`config.mk`:
```
export PLATFORM = sky130hd
export DESIGN_NAME = ireg_skew_border
export DESIGN_NICKNAME = d
export VERILOG_FILES = /design/src/rtl/ireg_skew_border_pkg.sv /design/src/rtl/ireg_delay_line.sv /design/src/rtl/ireg_skew_border.sv
export SDC_FILE = /design/constraint.sdc
export NUM_CORES = 1
export LEC_CHECK = 0
export CORE_MARGIN = 8
export CORE_UTILIZATION = 57
export DETAILED_ROUTE_END_ITERATION = 12
export HOLD_SLACK_MARGIN = 0.08
export PLACE_DENSITY = 0.85
export SETUP_SLACK_MARGIN = 0.5
export SYNTH_ARGS = -nofsm -noshare
export SYNTH_HDL_FRONTEND = slang
export SYNTH_SLANG_ARGS = --single-unit
```
`constraint.sdc`:
```
create_clock -name clk -period 2.2 [get_ports clk]
set_clock_uncertainty 0.2 [all_clocks]
set_input_delay 0.33 -clock clk [delete_from_list [all_inputs] [get_ports clk]]
set_output_delay 0.33 -clock clk [all_outputs]
set_load 0.05 [all_outputs]
```
`src/rtl/ireg_skew_border_pkg.sv`:
```
// Shared constants and helpers for the skewed border input register array.
// Legal parameter ranges live here so every block checks against the same limits.
package ireg_skew_border_pkg;

  localparam int CH_MIN       = 1;
  localparam int CH_MAX       = 64;
  localparam int BASE_DLY_MIN = 1;
  localparam int BASE_DLY_MAX = 16;
  localparam int DEPTH_MAX    = BASE_DLY_MAX + CH_MAX - 1;

  function automatic bit ch_legal(input int ch);
    return (ch >= CH_MIN) && (ch <= CH_MAX);
  endfunction

  function automatic bit base_dly_legal(input int dly);
    return (dly >= BASE_DLY_MIN) && (dly <= BASE_DLY_MAX);
  endfunction

  // Bits occupied by one {valid, data} stage of the given data width.
  function automatic int stage_bits(input int width);
    return width + 1;
  endfunction

endpackage

```
`src/rtl/ireg_delay_line.sv`:
```
// Single-channel delay chain of {valid, data} stages with hold and synchronous clear.
// Every stage is exposed so the parent can choose its tap combinationally.
module ireg_delay_line
  import ireg_skew_border_pkg::*;
#(
  parameter int WIDTH = 8,
  parameter int DEPTH = 1
) (
  input  logic                    clk,
  input  logic                    rst_n,
  input  logic                    en,
  input  logic                    clr,
  input  logic                    i_valid,
  input  logic signed [WIDTH-1:0] i_data,
  output logic [DEPTH-1:0]        o_valid,
  output logic [DEPTH*WIDTH-1:0]  o_data
);

  typedef struct packed {
    logic                    valid;
    logic signed [WIDTH-1:0] data;
  } stage_t;

  if ((DEPTH < 1) || (DEPTH > DEPTH_MAX)) begin : g_bad_depth
    $fatal(1, "ireg_delay_line: DEPTH out of range");
  end
  if ($bits(stage_t) != stage_bits(WIDTH)) begin : g_bad_stage
    $fatal(1, "ireg_delay_line: stage layout mismatch");
  end

  stage_t [DEPTH-1:0] r_stage;

  always_ff @(posedge clk or negedge rst_n) begin
    if (!rst_n) begin
      r_stage <= '0;
    end else if (clr) begin
      r_stage <= '0;
    end else if (en) begin
      // Invalid inputs enter as zero so the array edge sees zero padding.
      r_stage[0] <= '{valid: i_valid, data: (i_valid ? i_data : '0)};
      for (int i = 1; i < DEPTH; i++) begin
        r_stage[i] <= r_stage[i-1];
      end
    end
  end

  always_comb begin
    o_valid = '0;
    o_data  = '0;
    for (int i = 0; i < DEPTH; i++) begin
      o_valid[i]               = r_stage[i].valid;
      o_data[i*WIDTH +: WIDTH] = r_stage[i].data;
    end
  end

endmodule

```
`src/rtl/ireg_skew_border.sv`:
```
// Border input register bank: channel c is delayed BASE_DLY+c cycles in skew mode,
// or BASE_DLY cycles in aligned mode, forming the diagonal wavefront for a systolic array.
module ireg_skew_border
  import ireg_skew_border_pkg::*;
#(
  parameter int WIDTH    = 8,
  parameter int CH       = 4,
  parameter int BASE_DLY = 1
) (
  input  logic                  clk,
  input  logic                  rst_n,
  input  logic                  en,
  input  logic                  clr,
  input  logic                  skew_en,
  input  logic [CH-1:0]         i_valid,
  input  logic [CH*WIDTH-1:0]   i_data,
  output logic [CH-1:0]         o_valid,
  output logic [CH*WIDTH-1:0]   o_data,
  output logic                  o_busy
);

  if (!ch_legal(CH)) begin : g_bad_ch
    $fatal(1, "ireg_skew_border: CH must be in 1..64");
  end
  if (!base_dly_legal(BASE_DLY)) begin : g_bad_dly
    $fatal(1, "ireg_skew_border: BASE_DLY must be in 1..16");
  end

  logic [CH-1:0] w_busy;

  for (genvar c = 0; c < CH; c++) begin : g_ch
    localparam int DEPTH     = BASE_DLY + c;
    localparam int SKEW_TAP  = DEPTH - 1;
    localparam int ALIGN_TAP = BASE_DLY - 1;

    logic [DEPTH-1:0]       w_stage_valid;
    logic [DEPTH*WIDTH-1:0] w_stage_data;

    ireg_delay_line #(
      .WIDTH (WIDTH),
      .DEPTH (DEPTH)
    ) u_line (
      .clk     (clk),
      .rst_n   (rst_n),
      .en      (en),
      .clr     (clr),
      .i_valid (i_valid[c]),
      .i_data  (i_data[c*WIDTH +: WIDTH]),
      .o_valid (w_stage_valid),
      .o_data  (w_stage_data)
    );

    // Tap choice is purely combinational; tokens beyond the chosen tap are simply ignored.
    assign o_valid[c] = skew_en ? w_stage_valid[SKEW_TAP] : w_stage_valid[ALIGN_TAP];
    assign o_data[c*WIDTH +: WIDTH] = skew_en ? w_stage_data[SKEW_TAP*WIDTH +: WIDTH]
                                              : w_stage_data[ALIGN_TAP*WIDTH +: WIDTH];
    assign w_busy[c] = |w_stage_valid;
  end

  assign o_busy = |w_busy;

endmodule

```
==> reports/qor.txt <==
Fill cells -> 446
Slew HR -> 59.3%
total global-route track usage -> 19.6%
Cell variety after synth -> 15
r2r worst-path depth -> 4
top_reg_cell synth -> dfrtp_1
layout cell share with drive strength beyond 1 -> 42.1%
Final Cycle Share -> 84.8%
Sink Count -> 90
register bit total from synthesis -> 90
antenna fix cells -> 0
r2r endpoint -> g_ch[2].u_line.o_valid[0]$_DFFE_PN0P_
Async SR Flop Fraction -> 100%
power density over the cells -> 599 nW/µm²
mux cell area share after synthesis -> 19.7%
Static Leak -> 2.91 nW
most area-consuming cells after synthesis -> dfrtp_1 50%, mux2i_1 13%, nand3_2 7.1%
largest area contributor in the netlist -> dfrtp_1
adder-cell share of the synthesized area -> 0%
Area Growth Syn to Fin -> 38.7%
Area after DPL -> 5450 µm²
DR DRC count -> 0
Worst setup SP type -> register
CORE AREA -> 7690 µm²
Worst-Skew Late Latency -> 0.36 ns
max cap viols -> 0
end of the critical path -> o_busy
vias -> 3119
FF-to-FF setup slack -> 0.97 ns
final hold vios -> 0
Finished Core Util -> 81.1%
CTS H-tree lvls -> 3
peak supply drop -> 0.000519 V
largest family of logic cells by synthesized area -> multiplexers
Starting Density -> 58.5%
first-pass GRT wire length -> 17300 µm
top cells by count, synth -> 90 x dfrtp_1, 59 x nor2_1, 58 x mux2i_1
gr ovfl total -> 0
syn_nets -> 406
vias in the first global route -> 3343
RSZ-0062 raised after global routing -> true
Detail Route Antenna Nets -> 0
Worst Tran Pin Value -> 0.608 ns
Final nets -> 516
Std-Cell Rows -> 32
Die Y -> 105 µm
Sequential Area -> 2250 µm²
initial antenna violation count -> 0
DP HPWL -> 6370 µm
share of the synthesized area in the top cell type -> 50.1%
Post-Synth Simple-Gate Area -> 16.9%
outcome -> finished, final reports clean
FF-to-FF Start -> g_ch[2].u_line.o_valid[0]$_DFFE_PN0P_
IO buf count -> 77
area of the multi-input gates -> 2030 µm²
Setup TNS -> 0 ns
pin count of the biggest net entering global routing -> 58
kind of critical path -> register to output pin
Yosys warning total -> 0
routed wire length -> 10700 µm
setup violators final -> 0
design area -> 6230 µm²
CP Launch Point -> g_ch[3].u_line.o_valid[1]$_DFFE_PN0P_
CTS buffer count -> 9
WL/cell -> 18.3 µm
clock-pin slew on the worst setup and hold paths -> 0.08 ns
Worst EP required -> 1.67 ns
Worst Path Arrival -> 1.34 ns
I/O pin count -> 78
CTS root buffer -> clkbuf_8
count leader, synth -> dfrtp_1
Final Max Slew Viols -> 0
Post-Syn Area -> 4490 µm²
Max FO, Critical Path -> 2
Synth Area in XOR/XNOR -> 0%
Hold Crit Class -> primary input to register
final worst slack -> 0.333 ns
Worst Setup End Kind -> output pin
number of DRC markers in iteration 0 -> 73
Compound-Gate Fraction of Synth Area -> 6.24%
RD Place Congestion -> 0.740
worst-case clock buffer depth -> 2
EDFF count, synth -> 0
post-route minimum period -> 1.87 ns
Avg Inst Size Synth -> 12.3 µm²
fmax -> 536 MHz
Die Wd -> 105 µm
Setup WS pre-CTS -> 0.0540 ns
die area -> 11000 µm²
clock tree from TritonCTS -> built
final hold slack -> 0.118 ns
post-synthesis cell count -> 365
sequential-to-total area share from yosys stat -> 50.1%
drt pass-1 iters -> 4
drt via density -> 5.36
-- timing repair --
item / CTS / global route
hold buffers: 2 / 0
pin swaps: 3 / 0
endpoints found under the setup margin: 37 / 28
endpoints found under the hold margin: 44 / 0
setup buffers: 28 / 13
gates cloned: 3 / 0
gates resized for setup: 62 / 4
-- per-stage QoR --
stage               power [mW]  instances
global route              3.86        582
floorplan                 2.09        365
CTS                       3.73        569
global placement          2.29        520
detailed placement        2.30        520
finish                    3.73        582
-- area by class of cell --
cell class | count | share of cell area [%]
sequential | 90 | 36.1
timing repair buffer | 131 | 25.2
clock inverter | 6 | 1.81
multi-input combinational | 243 | 32.6
tap | 102 | 2.05
clock buffer | 10 | 2.21
-- worst min-delay path by stage --
stage	from	to	slack, ns	cells after the start
6_report	en	g_ch[0].u_line.o_valid$_DFFE_PN0P_	0.12	3
5_1_grt	en	g_ch[0].u_line.o_valid$_DFFE_PN0P_	0.11	3
4_1_cts	en	g_ch[0].u_line.o_valid$_DFFE_PN0P_	0.10	3
3_5_place_dp	rst_n	g_ch[1].u_line.o_data[7]$_DFFE_PN0P_	0.17	1
3_3_place_gp	rst_n	g_ch[1].u_line.o_data[7]$_DFFE_PN0P_	0.17	1
2_1_floorplan	rst_n	g_ch[0].u_line.o_data[0]$_DFFE_PN0P_	-0.17	0
-- worst max-delay path, stage by stage, from the launching register on --
cell and delay (ns):
dfrtp_1 0.41, nor4_2 0.27, nand3_1 0.13, buf_6 0.17
-- layer usage --
metal / wire (µm) / up-vias / track usage [%]
li1: - / 1456 / -
met5: 0 / - / 0
met1: 4420 / 1593 / 23.2
met3: 505 / 15 / 5.71
met2: 5610 / 55 / 33.8
met4: 140 / 0 / 5.50
-- layout by cell type, fill, tap and decap left out --
master           count
mux2_2               1
clkinv_4             1
nand3_2             32
buf_16               3
nor4_2               2
dfrtp_1             90
nand2b_1            32
dlygate4sd3_1        2
buf_4               48
clkinv_2             1
a21oi_2             32
bufinv_16            3
buf_12              31
clkbuf_8            10
clkdlybuf4s50_1     36
nand3_1              1
clkdlybuf4s15_2      9
mux2_4              26
mux2i_1             58
nor2_1              59
buf_6                2
inv_6                1
-- power by group --
part | total (mW) | switching (mW) | leakage (nW) | internal [mW]
clock network | 1.38 | 0.589 | 0.127 | 0.790
registers | 1.72 | 0.0280 | 1.24 | 1.69
logic | 0.634 | 0.333 | 1.54 | 0.301
-- logic make-up (layout without fill, tap and decap cells) --
group,count (synthesis),in the layout
DFF,90,90
muxes,85,85
buffers and inverters,32,147
AOI/OAI and AO/OA,32,32
and+or+nand+nor,126,126
-- state kept, by name (all words and copies together) (netlist names) --
name,cells
g_ch.u_line.o_data,80
g_ch.u_line.o_valid,10
No activity file was read; power rests on OpenSTA's default activity.
